## src/rtl/exe_pkg.sv

```systemverilog
// Shared encodings for the multi-cycle execute stage: ALU commands, shift kinds,
// FSM states and status flag bit positions.
package exe_pkg;

    localparam logic [3:0] CMD_MOV = 4'b0001;
    localparam logic [3:0] CMD_ADD = 4'b0010;
    localparam logic [3:0] CMD_ADC = 4'b0011;
    localparam logic [3:0] CMD_SUB = 4'b0100;
    localparam logic [3:0] CMD_SBC = 4'b0101;
    localparam logic [3:0] CMD_AND = 4'b0110;
    localparam logic [3:0] CMD_ORR = 4'b0111;
    localparam logic [3:0] CMD_EOR = 4'b1000;
    localparam logic [3:0] CMD_MVN = 4'b1001;

    typedef enum logic [1:0] {
        SH_LSL = 2'b00,
        SH_LSR = 2'b01,
        SH_ASR = 2'b10,
        SH_ROR = 2'b11
    } shift_kind_t;

    typedef enum logic [1:0] {
        S_IDLE  = 2'b00,
        S_SHIFT = 2'b01,
        S_EXEC  = 2'b10,
        S_HOLD  = 2'b11
    } exe_state_t;

    localparam int FLAG_N = 3;
    localparam int FLAG_Z = 2;
    localparam int FLAG_C = 1;
    localparam int FLAG_V = 0;

endpackage

```

## src/rtl/exe_stage_mc_if.sv

```systemverilog
// Instruction-in / result-out bus of the execute stage, plus the FSM state for observation.
// Handshake: a transfer happens on a rising edge where valid and ready are both 1;
// valid never waits on ready, and the payload is held stable while valid=1 and ready=0.
interface exe_stage_mc_if import exe_pkg::*; #(parameter int WIDTH = 32);
    logic             in_valid;
    logic             in_ready;
    logic             mem_read;
    logic             mem_write;
    logic             imm;
    logic [3:0]       exe_cmd;
    logic [3:0]       sr_in;
    logic [WIDTH-1:0] pc;
    logic [WIDTH-1:0] val_rn;
    logic [WIDTH-1:0] val_rm;
    logic [11:0]      shift_op;
    logic [23:0]      signed_imm_24;
    logic             out_valid;
    logic             out_ready;
    logic [WIDTH-1:0] alu_result;
    logic [WIDTH-1:0] br_address;
    logic [3:0]       status;
    exe_state_t       dbg_state;

    modport master (
        output in_valid, mem_read, mem_write, imm, exe_cmd, sr_in, pc, val_rn, val_rm,
               shift_op, signed_imm_24, out_ready,
        input  in_ready, out_valid, alu_result, br_address, status, dbg_state
    );

    modport slave (
        input  in_valid, mem_read, mem_write, imm, exe_cmd, sr_in, pc, val_rn, val_rm,
               shift_op, signed_imm_24, out_ready,
        output in_ready, out_valid, alu_result, br_address, status, dbg_state
    );
endinterface

```

## src/rtl/exe_stage_mc_alu_flags.sv

```systemverilog
// Combinational ALU: result of a op b and the {N,Z,C,V} flags it produces.
module alu_flags import exe_pkg::*; #(
    parameter int WIDTH = 32
) (
    input  logic [WIDTH-1:0] a,
    input  logic [WIDTH-1:0] b,
    input  logic [3:0]       cmd,
    input  logic             cin,
    output logic [WIDTH-1:0] result,
    output logic [3:0]       flags
);
    logic [WIDTH:0] sum;
    logic           is_arith;
    logic           is_sub;
    logic           known;

    always_comb begin
        sum      = '0;
        result   = '0;
        flags    = '0;
        is_arith = 1'b0;
        is_sub   = 1'b0;
        known    = 1'b1;
        // Subtraction is a + ~b + 1 so the carry-out is directly NOT borrow.
        case (cmd)
            CMD_MOV: result = b;
            CMD_MVN: result = ~b;
            CMD_ADD: begin sum = {1'b0, a} + {1'b0, b}; is_arith = 1'b1; end
            CMD_ADC: begin sum = {1'b0, a} + {1'b0, b} + (WIDTH+1)'(cin); is_arith = 1'b1; end
            CMD_SUB: begin
                sum = {1'b0, a} + {1'b0, ~b} + (WIDTH+1)'(1);
                is_arith = 1'b1; is_sub = 1'b1;
            end
            CMD_SBC: begin
                sum = {1'b0, a} + {1'b0, ~b} + (WIDTH+1)'(cin);
                is_arith = 1'b1; is_sub = 1'b1;
            end
            CMD_AND: result = a & b;
            CMD_ORR: result = a | b;
            CMD_EOR: result = a ^ b;
            default: known = 1'b0;
        endcase
        if (is_arith) result = sum[WIDTH-1:0];
        if (known) begin
            flags[FLAG_N] = result[WIDTH-1];
            flags[FLAG_Z] = (result == '0);
            if (is_arith) begin
                flags[FLAG_C] = sum[WIDTH];
                flags[FLAG_V] = is_sub
                    ? ((a[WIDTH-1] != b[WIDTH-1]) && (result[WIDTH-1] != a[WIDTH-1]))
                    : ((a[WIDTH-1] == b[WIDTH-1]) && (result[WIDTH-1] != a[WIDTH-1]));
            end
        end
    end
endmodule

```

## src/rtl/exe_stage_mc.sv

```systemverilog
// Multi-cycle execute stage: captures an instruction, shifts Val2 STEP bits per cycle,
// runs the ALU and branch adder, then holds the registered result until accepted.
module exe_stage_mc import exe_pkg::*; #(
    parameter int WIDTH = 32,
    parameter int STEP  = 1
) (
    input  logic          clk,
    input  logic          rst,
    exe_stage_mc_if.slave bus
);
    localparam int         AW       = $clog2(WIDTH) + 1;
    localparam logic [4:0] STEP_AMT = 5'(STEP);

    exe_state_t       state_q;
    shift_kind_t      kind_q;
    logic [WIDTH-1:0] sh_q, rn_q, pc_q;
    logic [4:0]       rem_q;
    logic [23:0]      off_q;
    logic [3:0]       cmd_q;
    logic             cin_q;
    logic             out_valid_q, in_ready_q;
    logic [WIDTH-1:0] alu_result_q, br_q;
    logic [3:0]       status_q;

    logic [WIDTH-1:0] init_val, sh_step, alu_res, off_ext;
    shift_kind_t      init_kind;
    logic [4:0]       init_amt, k;
    logic [AW-1:0]    k_w;
    logic [3:0]       alu_fl;
    logic             unused_sr;

    assign unused_sr = ^{bus.sr_in[3:2], bus.sr_in[0]};

    // Val2 source selection; memory offsets take priority over immediates.
    always_comb begin
        init_val  = bus.val_rm;
        init_kind = shift_kind_t'(bus.shift_op[6:5]);
        init_amt  = bus.shift_op[11:7];
        if (bus.mem_read || bus.mem_write) begin
            init_val  = WIDTH'(bus.shift_op);
            init_kind = SH_LSL;
            init_amt  = '0;
        end else if (bus.imm) begin
            init_val  = WIDTH'(bus.shift_op[7:0]);
            init_kind = SH_ROR;
            init_amt  = {bus.shift_op[11:8], 1'b0};
        end else if (bus.shift_op[4]) begin
            init_kind = SH_LSL;
            init_amt  = '0;
        end
    end

    always_comb begin
        k       = (rem_q > STEP_AMT) ? STEP_AMT : rem_q;
        k_w     = AW'(k);
        sh_step = sh_q;
        case (kind_q)
            SH_LSL:  sh_step = sh_q << k;
            SH_LSR:  sh_step = sh_q >> k;
            SH_ASR:  sh_step = $signed(sh_q) >>> k;
            SH_ROR:  sh_step = (sh_q >> k) | (sh_q << (AW'(WIDTH) - k_w));
            default: sh_step = sh_q;
        endcase
    end

    assign off_ext = WIDTH'($signed(off_q));

    alu_flags #(.WIDTH(WIDTH)) u_alu (
        .a(rn_q), .b(sh_q), .cmd(cmd_q), .cin(cin_q), .result(alu_res), .flags(alu_fl)
    );

    always_ff @(posedge clk) begin
        if (!rst) begin
            state_q      <= S_IDLE;
            out_valid_q  <= 1'b0;
            in_ready_q   <= 1'b1;
            alu_result_q <= '0;
            br_q         <= '0;
            status_q     <= '0;
            sh_q         <= '0;
            kind_q       <= SH_LSL;
            rem_q        <= '0;
            rn_q         <= '0;
            pc_q         <= '0;
            off_q        <= '0;
            cmd_q        <= '0;
            cin_q        <= 1'b0;
        end else begin
            case (state_q)
                S_IDLE: if (bus.in_valid) begin
                    sh_q       <= init_val;
                    kind_q     <= init_kind;
                    rem_q      <= init_amt;
                    rn_q       <= bus.val_rn;
                    pc_q       <= bus.pc;
                    off_q      <= bus.signed_imm_24;
                    cmd_q      <= bus.exe_cmd;
                    cin_q      <= bus.sr_in[1];
                    in_ready_q <= 1'b0;
                    state_q    <= (init_amt != '0) ? S_SHIFT : S_EXEC;
                end
                S_SHIFT: begin
                    sh_q  <= sh_step;
                    rem_q <= rem_q - k;
                    if (rem_q == k) state_q <= S_EXEC;
                end
                S_EXEC: begin
                    alu_result_q <= alu_res;
                    status_q     <= alu_fl;
                    br_q         <= pc_q + off_ext;
                    out_valid_q  <= 1'b1;
                    state_q      <= S_HOLD;
                end
                S_HOLD: if (bus.out_ready) begin
                    out_valid_q <= 1'b0;
                    in_ready_q  <= 1'b1;
                    state_q     <= S_IDLE;
                end
                default: state_q <= S_IDLE;
            endcase
        end
    end

    assign bus.in_ready   = in_ready_q;
    assign bus.out_valid  = out_valid_q;
    assign bus.alu_result = alu_result_q;
    assign bus.br_address = br_q;
    assign bus.status     = status_q;
    assign bus.dbg_state  = state_q;
endmodule

```

## src/flat_wrapper.sv

```systemverilog
// flat-port wrapper written by rule: the top's interface ports become plain ports
module exe_stage_mc_flat import exe_pkg::*;
#(
    parameter int WIDTH = 32,
    parameter int STEP  = 1
)
  (clk, rst, bus_in_valid, bus_mem_read, bus_mem_write, bus_imm, bus_exe_cmd, bus_sr_in, bus_pc, bus_val_rn, bus_val_rm, bus_shift_op, bus_signed_imm_24, bus_out_ready, bus_in_ready, bus_out_valid, bus_alu_result, bus_br_address, bus_status, bus_dbg_state);
  exe_stage_mc_if #(.WIDTH(WIDTH)) bus_i ();
  input  logic clk;
  input  logic rst;
  input wire logic [$bits(bus_i.in_valid)-1:0] bus_in_valid;
  input wire logic [$bits(bus_i.mem_read)-1:0] bus_mem_read;
  input wire logic [$bits(bus_i.mem_write)-1:0] bus_mem_write;
  input wire logic [$bits(bus_i.imm)-1:0] bus_imm;
  input wire logic [$bits(bus_i.exe_cmd)-1:0] bus_exe_cmd;
  input wire logic [$bits(bus_i.sr_in)-1:0] bus_sr_in;
  input wire logic [$bits(bus_i.pc)-1:0] bus_pc;
  input wire logic [$bits(bus_i.val_rn)-1:0] bus_val_rn;
  input wire logic [$bits(bus_i.val_rm)-1:0] bus_val_rm;
  input wire logic [$bits(bus_i.shift_op)-1:0] bus_shift_op;
  input wire logic [$bits(bus_i.signed_imm_24)-1:0] bus_signed_imm_24;
  input wire logic [$bits(bus_i.out_ready)-1:0] bus_out_ready;
  output wire logic [$bits(bus_i.in_ready)-1:0] bus_in_ready;
  output wire logic [$bits(bus_i.out_valid)-1:0] bus_out_valid;
  output wire logic [$bits(bus_i.alu_result)-1:0] bus_alu_result;
  output wire logic [$bits(bus_i.br_address)-1:0] bus_br_address;
  output wire logic [$bits(bus_i.status)-1:0] bus_status;
  output wire logic [$bits(bus_i.dbg_state)-1:0] bus_dbg_state;
  assign bus_i.in_valid = bus_in_valid;
  assign bus_i.mem_read = bus_mem_read;
  assign bus_i.mem_write = bus_mem_write;
  assign bus_i.imm = bus_imm;
  assign bus_i.exe_cmd = bus_exe_cmd;
  assign bus_i.sr_in = bus_sr_in;
  assign bus_i.pc = bus_pc;
  assign bus_i.val_rn = bus_val_rn;
  assign bus_i.val_rm = bus_val_rm;
  assign bus_i.shift_op = bus_shift_op;
  assign bus_i.signed_imm_24 = bus_signed_imm_24;
  assign bus_i.out_ready = bus_out_ready;
  assign bus_in_ready = bus_i.in_ready;
  assign bus_out_valid = bus_i.out_valid;
  assign bus_alu_result = bus_i.alu_result;
  assign bus_br_address = bus_i.br_address;
  assign bus_status = bus_i.status;
  assign bus_dbg_state = bus_i.dbg_state;
  exe_stage_mc #(.WIDTH(WIDTH), .STEP(STEP)) u_core (.clk(clk), .rst(rst), .bus(bus_i));
endmodule
```

## config.mk

```make
export PLATFORM = sky130hd
export DESIGN_NAME = exe_stage_mc_flat
export DESIGN_NICKNAME = d
export VERILOG_FILES = /design/src/rtl/exe_pkg.sv /design/src/rtl/exe_stage_mc_if.sv /design/src/rtl/exe_stage_mc_alu_flags.sv /design/src/rtl/exe_stage_mc.sv /design/src/flat_wrapper.sv
export SDC_FILE = /design/constraint.sdc
export NUM_CORES = 1
export LEC_CHECK = 0
export ABC_AREA = 1
export CORE_MARGIN = 2
export CORE_UTILIZATION = 60
export CTS_CLUSTER_SIZE = 40
export DETAILED_ROUTE_END_ITERATION = 10
export GPL_TIMING_DRIVEN = 0
export PLACE_DENSITY = 0.93
export SLEW_MARGIN = 20
export SYNTH_ARGS = -nofsm -noshare
export SYNTH_HDL_FRONTEND = slang
export SYNTH_HIERARCHICAL = 1
export SYNTH_SLANG_ARGS = --single-unit
```

## constraint.sdc

```tcl
create_clock -name clk -period 4.7 [get_ports clk]
set_clock_uncertainty 0.15 [all_clocks]
set_input_delay 1.175 -clock clk [delete_from_list [all_inputs] [get_ports clk]]
set_output_delay 1.175 -clock clk [all_outputs]
set_load 0.02 [all_outputs]
```

==> summary.md, run 1 <==
| Metric | Value |
|---|---|
| Yosys warns | `6` |
| TritonCTS Sinks | `between 200 and 250` |
| Required time worst endpoint | `roughly 5.0 ns` |
| Register share of total power | `~16%` |
| Post-DP HPWL | `just over 70,000 microns` |
| DP Worst Slack | `-0.397 ns` |
| Total track usage | `approximately 44%` |
| 1st-pass router iterations | `6` |
| Critical Path End Type | `flip-flop` |
| Wire per inst | `roughly 19 microns` |
| Non-filler cells, final | `4,501` |
| Die area | `approximately 38,000 sq um` |
| CTS tree | `built` |
| Worst hold path class | `flip-flop to flip-flop` |
| Largest net degree at the start of global routing | `20` |
| Simple-gate area share of the yosys netlist | `between 40% and 50%` |
| Slew margin rel. | `around 31%` |
| Fin area | `~25,000 sq um` |
| RSZ-0062 raised after global routing | `no` |
| Final wirelength | `86,200 microns` |
| P_int | `0.00820 W` |
| Layout fillers | `3,295` |
| Io pins | `approximately 220` |
| Die H | `about 200 microns` |
| Clock buffer count from CTS | `24` |
| DR vias/cell | `between 5 and 6` |
| Worst-Margin Slew | `1.03 ns` |
| Post-synthesis net count | `between 4,000 and 5,000` |
| Post-synth ARST share | `0%` |
| Vias in the first global route | `24,243` |
| Largest family of logic cells by synthesized area | `simple AND/OR/NAND/NOR gates` |
| Worst-path clk slew | `0.06 ns` |
| Max cap viols | `0` |
| GPL Wtd Cong | `~1.1` |
| Startpoint Class | `flip-flop` |
| Clock latency on the worst-skew pair | `about 0.54 ns` |
| Max Clock Freq | `between 200 and 250 MHz` |
| Top post-synthesis cells by area | `dfxtp_1 19%, nand2_1 17%, nor2_1 9.2%` |
| Register area | `around 4100 sq um` |
| CTS H-tree depth | `1` |
| Antenna violations before repair | `5` |
| Final #Nets | `~4,300` |
| Setup CP Type | `flip-flop to flip-flop` |
| Sequential-to-total area share from yosys stat | `about a fifth` |
| Pwr Density | `about 800 nW/um^2` |
| Layout cell share with drive strength beyond 1 | `~9%` |
| Slew Viols, Final | `0` |
| Final setup TNS | `0 ns` |
| Synthesized area per cell | `~5.8 sq um` |
| Via total after detailed routing | `~26,000` |
| NetSw | `about 0.012 W` |
| Leakage | `around 13 nW` |
| Initial cell density of the core | `61.2%` |
| Comb power frac | `between 70 and 80%` |
| Post-synth EDFFs | `0` |
| Post-Syn Area | `21,800 sq um` |
| Post-synthesis cell count | `around 3,800` |
| Total gr overflow | `0` |
| Largest area contributor in the netlist | `dfxtp_1` |
| Final ANT Viol Nets | `0` |
| Peak VDD IR | `between 0.5 and 0.6 mV` |
| Rows | `69` |
| Synth top area share | `a little under a fifth` |
| FF+latch count, synth | `around 200` |
| Minimum clock period | `4.45 ns` |
| Synth Area in Compound Gates | `between 10% and 20%` |
| Cell variety after synth | `57` |
| Top cells by count, synth | `961 x nand2_1, 537 x nor2_1, 479 x inv_1, 332 x nand3_1, 285 x o21ai_0` |
| Placed cell area | `between 20,000 and 25,000 sq um` |
| Area grow syn2layout | `16.5%` |
| Hold buffer count at cts | `0` |
| Status | `completed` |
| Root Buffer | `clkbuf_16` |
| Footprint of the multi-input gates | `around 15,000 sq um` |
| Port Buf Inserts | `215` |
| Top_reg_cell synth | `dfxtp_1` |
| Die width | `between 150 and 200 microns` |
| Final worst slack | `0.249 ns` |
| Post-Synth XOR/XNOR Area | `less than 1%` |
| Top-count cell post-synth | `nand2_1` |
| Final hold vios | `0` |
| Initial DRC Count | `2,911` |
| Synth Area in Adders | `8.65%` |
| Crit path max fanout | `4` |
| Drc violations | `0` |
| Mux cell area share after synthesis | `0%` |
| Core area | `around 36,000 sq um` |
| First-pass GRT wire length | `131,000 microns` |
| Clk pwr share | `under 10%` |
| Count of final setup violators | `0` |
| WP data arrival | `4.78 ns` |
| Cell total after placement | `approximately 4,500` |
| CTS Buffer Depth | `3` |
| Switching portion of total power | `just under 60%` |
| Part of the cycle the worst path needs | `about 95%` |
sequential cells by signal, indices dropped and copies added (netlist names):
signal                 flops
u_core/cin_q               1
u_core/bus.out_valid       1
u_core/sh_q               32
u_core/off_q              24
u_core/rn_q               32
u_core/kind_q              2
u_core/pc_q               32
u_core/bus.in_ready        1
u_core/bus.alu_result     32
u_core/rem_q               5
u_core/bus.status          4
u_core/bus.br_address     32
u_core/cmd_q               4
u_core/bus.dbg_state       2
power groups by stage:
stage / logic (W) / registers, W / clock network (W)
3_3_place_gp: 0.0143 / 0.00313 / 0
3_5_place_dp: 0.0145 / 0.00315 / 0
6_report: 0.0152 / 0.00318 / 0.00191
2_1_floorplan: 0.0102 / 0.00315 / 0
4_1_cts: 0.0146 / 0.00313 / 0.00191
5_1_grt: 0.0166 / 0.00323 / 0.00198
final timing paths:
path | start | end | slack [ns] | cells past startpoint
max | u_core/rn_q[0]$_SDFFE_PN0P_ | u_core/bus.status[2]$_SDFFE_PN0P_ | 0.25 | 26
min | u_core/bus.in_ready$_SDFFE_PN1P_ | u_core/bus.in_ready$_SDFFE_PN1P_ | 0.32 | 2
max reg2reg | u_core/rn_q[0]$_SDFFE_PN0P_ | u_core/bus.status[2]$_SDFFE_PN0P_ | 0.25 | 26
min reg2reg | u_core/bus.in_ready$_SDFFE_PN1P_ | u_core/bus.in_ready$_SDFFE_PN1P_ | 0.32 | 2
critical path, stage by stage, from the launching register on:
cell	delay (ns)
dfxtp_1	0.52
ha_1	0.34
fa_1	0.46
inv_1	0.10
nand2_1	0.07
nand2_1	0.07
inv_1	0.04
ha_1	0.27
inv_1	0.06
o21bai_1	0.07
nor2_1	0.25
nand3_1	0.14
nor2_1	0.10
nand2_1	0.07
nor2_1	0.11
nand2_1	0.06
nor2_1	0.10
nand3_1	0.11
nor2_2	0.26
nand2_1	0.14
nor2_1	0.16
nand2_1	0.08
nor2_2	0.18
nand4_1	0.14
nor2_1	0.15
nor2_1	0.07
nor2_1	0.11
what timing repair did:
item	in CTS	in global routing
setup endpoints to repair	1	4
setup buffers	0	1
resized for setup	0	17
gates cloned	0	0
layout by cell type, fill, tap and decap left out, types with 23 or more instances in the layout:
cell             count
nand2_1            961
nor2_1             531
inv_1              479
nand3_1            332
o21ai_0            285
clkdlybuf4s50_1    215
dfxtp_1            197
ha_1               146
a21oi_1            136
clkbuf_1            77
nand2_2             74
o22ai_1             58
nand4_1             48
buf_2               39
nor2_2              38
nor3_1              32
inv_2               29
a211oi_1            26
clkbuf_16           25
nor2_4              25
a31oi_1             23
cell type report:
cell class              count  share of cell area [%]
flip-flops and latches    204                    16.1
repair buffers            216                    8.50
inverters                 521                    7.77
clock inverters            11                   0.478
well taps                 461                    2.27
clock buffers              33                    2.74
multi-input cells        2905                    59.0
plain buffers             149                    3.13
diodes                      1                 0.00985
metal layers:
metal | share of wire, % | up-vias | global-route usage, %
li1 | - | 12641 | -
met1 | 39 | 11715 | 54.3
met2 | 43 | 1560 | 70.7
met3 | 11 | 318 | 9.63
met4 | 7.0 | 8 | 27.2
met5 | 0.066 | - | 0
stage by stage:
stage / hold WS (ns) / power [W] / util [%]
3_3_place_gp: 0.308 / 0.0175 / 68.8
6_report: 0.322 / 0.0203 / 71.3
5_1_grt: 0.356 / 0.0218 / 71.3
2_1_floorplan: 0.306 / 0.0134 / -
4_1_cts: 0.322 / 0.0196 / 71.1
3_5_place_dp: 0.311 / 0.0177 / 68.8
cell families after synthesis:
family          Yosys count
buf+inv                 671
flops                   204
compound gates          613
other cells               1
simple gates           2120
xor+xnor                 22
fa+ha+maj               149
Note: power is estimated with default switching activity, not from simulation.
==> run 2: changes to the inputs <==
--- a/config.mk
+++ b/config.mk
@@ -6,12 +6,13 @@
 export NUM_CORES = 1
 export LEC_CHECK = 0
 export ABC_AREA = 1
+export CORE_ASPECT_RATIO = 1.1
 export CORE_MARGIN = 2
-export CORE_UTILIZATION = 60
+export CORE_UTILIZATION = 37
 export CTS_CLUSTER_SIZE = 40
 export DETAILED_ROUTE_END_ITERATION = 10
 export GPL_TIMING_DRIVEN = 0
-export PLACE_DENSITY = 0.93
+export PLACE_DENSITY = 0.66
 export SLEW_MARGIN = 20
 export SYNTH_ARGS = -nofsm -noshare
 export SYNTH_HDL_FRONTEND = slang
==> run 2 against run 1 <==
  * Final cell count grew 6.7%
  * Register-to-register slack is essentially flat
  * First-iteration DRC count shrank 25%
  * Largest power group unchanged
==> summary.md, run 2 (synthesized netlist as in run 1, its figures left out) <==
| Metric | Value |
|---|---|
| Final #Nets | `between 4,000 and 5,000` |
| Cell total after placement | `4,755` |
| Startpoint Class | `flip-flop` |
| Vias in the first global route | `about 24,000` |
| Die area | `60,900 sq um` |
| Critical Path End Type | `flip-flop` |
| Pwr Density | `~790 nW/um^2` |
| Antenna violations before repair | `1` |
| First-pass GRT wire length | `141,000 microns` |
| Reg2reg start | `u_core/sh_q[0]$_SDFFE_PN0P_` |
| Crit-path cells | `inv_1 > ha_1 > fa_1 > nand2_4 > nand2_4 > nand3_2 > nand2_2 > nand2_2 > nand2_2 > nand2_1 > nand2_1 > nor2_1 > nand3_1 > nor3_2 > nand4_1 > nand3_1 > nand2_1 > inv_1 > nand2_1 > nor2_1 > nand4_1 > nor2_2 > nor2_1 > nor2_1` |
| WP buf/inv | `2` |
| Post-layout util | `between 40% and 50%` |
| Die H | `approximately 260 microns` |
| Part of the cycle the worst path needs | `a little over nine tenths` |
| Peak VDD IR | `between 0.3 and 0.4 mV` |
| Count of final setup violators | `0` |
| DR vias/cell | `approximately 5.3` |
| TritonCTS Sinks | `between 200 and 250` |
| Core area | `58,400 sq um` |
| GPL Wtd Cong | `between 0.9 and 1` |
| Commonest non-fill, non-tap cell in the layout | `nand2_1` |
| Area grow syn2layout | `18.1%` |
| Setup CP Type | `flip-flop to flip-flop` |
| Max Clock Freq | `about 230 MHz` |
| Fin area | `25,800 sq um` |
| Cell type of the slowest stage on the worst timing path | `nor3_2` |
| Largest net degree at the start of global routing | `13` |
| Final wirelength | `between 90,000 and 100,000 microns` |
| Clk pwr share | `around a tenth` |
| Register share of total power | `15.4%` |
| Worst hold path class | `flip-flop to flip-flop` |
| Final setup TNS | `0 ns` |
| Hold Slack | `~0.33 ns` |
| Non-filler cells, final | `a little under 5,000` |
| Root Buffer | `clkbuf_16` |
| Hold depth | `2` |
| Initial cell density of the core | `37.3%` |
| P_int | `0.00814 W` |
| Max cap viols | `0` |
| Clock buffer count from CTS | `25` |
| Port Buf Inserts | `approximately 220` |
| CTS H-tree depth | `1` |
| Die width | `approximately 240 microns` |
| Minimum clock period | `~4.4 ns` |
| Switching portion of total power | `roughly three fifths` |
| CTS Buffer Depth | `3` |
| CTS tree | `built` |
| 1st-pass router iterations | `6` |
| Worst-Margin Slew | `approximately 1.1 ns` |
| WP depth | `24` |
| Crit-path leading delay family | `simple AND/OR/NAND/NOR gates` |
| Setup crit start | `u_core/sh_q[0]$_SDFFE_PN0P_` |
| Total track usage | `between 20% and 30%` |
| Post-DP HPWL | `78,800 microns` |
| Via total after detailed routing | `~25,000` |
| CP max stage delay | `roughly 0.48 ns` |
| Slew margin rel. | `~28%` |
| Clock latency on the worst-skew pair | `about 0.57 ns` |
| Status | `completed` |
| Final hold vios | `0` |
| Drc violations | `0` |
| Reg-to-reg slack, setup | `~0.26 ns` |
| Comb power frac | `75.1%` |
| WP data arrival | `between 4 and 5 ns` |
| Wire per inst | `between 15 and 20 microns` |
| R2R cell count | `24` |
| Placed cell area | `around 25,000 sq um` |
| NetSw | `around 0.012 W` |
| Layout cell share with drive strength beyond 1 | `8.86%` |
| Leakage | `12.5 nW` |
| Rows | `a little over 90` |
| Slew Viols, Final | `0` |
| Worst-path clk slew | `~0.060 ns` |
| Total gr overflow | `0` |
| Initial DRC Count | `approximately 2,200` |
| Most frequent cells in the layout | `961 x nand2_1, 530 x nor2_1, 479 x inv_1` |
| Crit path max fanout | `7` |
| RSZ-0062 raised after global routing | `no` |
| Required time worst endpoint | `between 5 and 6 ns` |
| Final ANT Viol Nets | `0` |
| Io pins | `around 220` |
| Min-Delay Startpoint | `u_core/bus.in_ready$_SDFFE_PN1P_` |
| Hold buffer count at cts | `0` |
==> run 2: cell types whose count changed in the layout (fill, tap and decap cells not counted), moves of 2 or more <==
cell / change
clkinv_2: -3
clkbuf_1: +2
inv_6: +2
nor3_2: +2
==> run 2: path summary, 6_finish.rpt <==
check                                                         end
worst min-delay path             u_core/bus.in_ready$_SDFFE_PN1P_
worst max register to register  u_core/bus.status[2]$_SDFFE_PN0P_
worst max-delay path            u_core/bus.status[2]$_SDFFE_PN0P_
worst min register to register   u_core/bus.in_ready$_SDFFE_PN1P_
==> run 2: through the flow <==
step                setup WS (ns)  power [W]
finish                      0.263     0.0203
global route              0.00661     0.0220
CTS                        0.0762     0.0200
detailed placement         -0.557     0.0180
global placement           -0.534     0.0179
floorplan                    1.32     0.0134
==> run 2: worst register-to-register path, stage by stage, from the launching register on <==
cell     delay [ns]
dfxtp_2        0.42
inv_1          0.10
ha_1           0.22
fa_1           0.46
nand2_4        0.14
nand2_4        0.08
nand3_2        0.08
nand2_2        0.11
nand2_2        0.10
nand2_2        0.11
nand2_1        0.19
nand2_1        0.09
nor2_1         0.20
nand3_1        0.12
nor3_2         0.48
nand4_1        0.16
nand3_1        0.14
nand2_1        0.11
inv_1          0.10
nand2_1        0.06
nor2_1         0.25
nand4_1        0.17
nor2_2         0.16
nor2_1         0.08
nor2_1         0.12
==> run 2: power groups by stage <==
stage               Sequential (W)  Combinational (W)  Clock (W)
floorplan                  0.00315             0.0102          0
global route               0.00321             0.0168    0.00203
CTS                        0.00311             0.0149    0.00197
detailed placement         0.00314             0.0148          0
global placement           0.00313             0.0148          0
finish                     0.00312             0.0153    0.00192
==> run 2: per-layer routing <==
metal	track usage [%]	vias to the layer above	share of wire [%]
met5	0	-	0.017
met1	37.3	11616	42
met2	51.2	992	46
li1	-	12651	-
met4	14.7	2	5.2
met3	3.61	194	6.6
==> run 2: area by class of cell <==
| class | count | area [sq um] |
|---|---|---|
| fill | 6482 | 32700 |
| multi-input combinational | 2905 | 15000 |
| sequential | 204 | 4090 |
| timing repair buffer | 215 | 2150 |
| inverter | 521 | 1970 |
| tap | 760 | 951 |
| buffer | 150 | 806 |
| clock buffer | 36 | 707 |
| clock inverter | 9 | 85.1 |
| antenna | 1 | 2.50 |
==> run 2: timing repair <==
item / in CTS / in global routing
setup buffers: 0 / 0
hold endpoints to repair: 0 / 0
gates resized for setup: 9 / 15
endpoints found under the setup margin: 3 / 2
pin swaps: 0 / 0
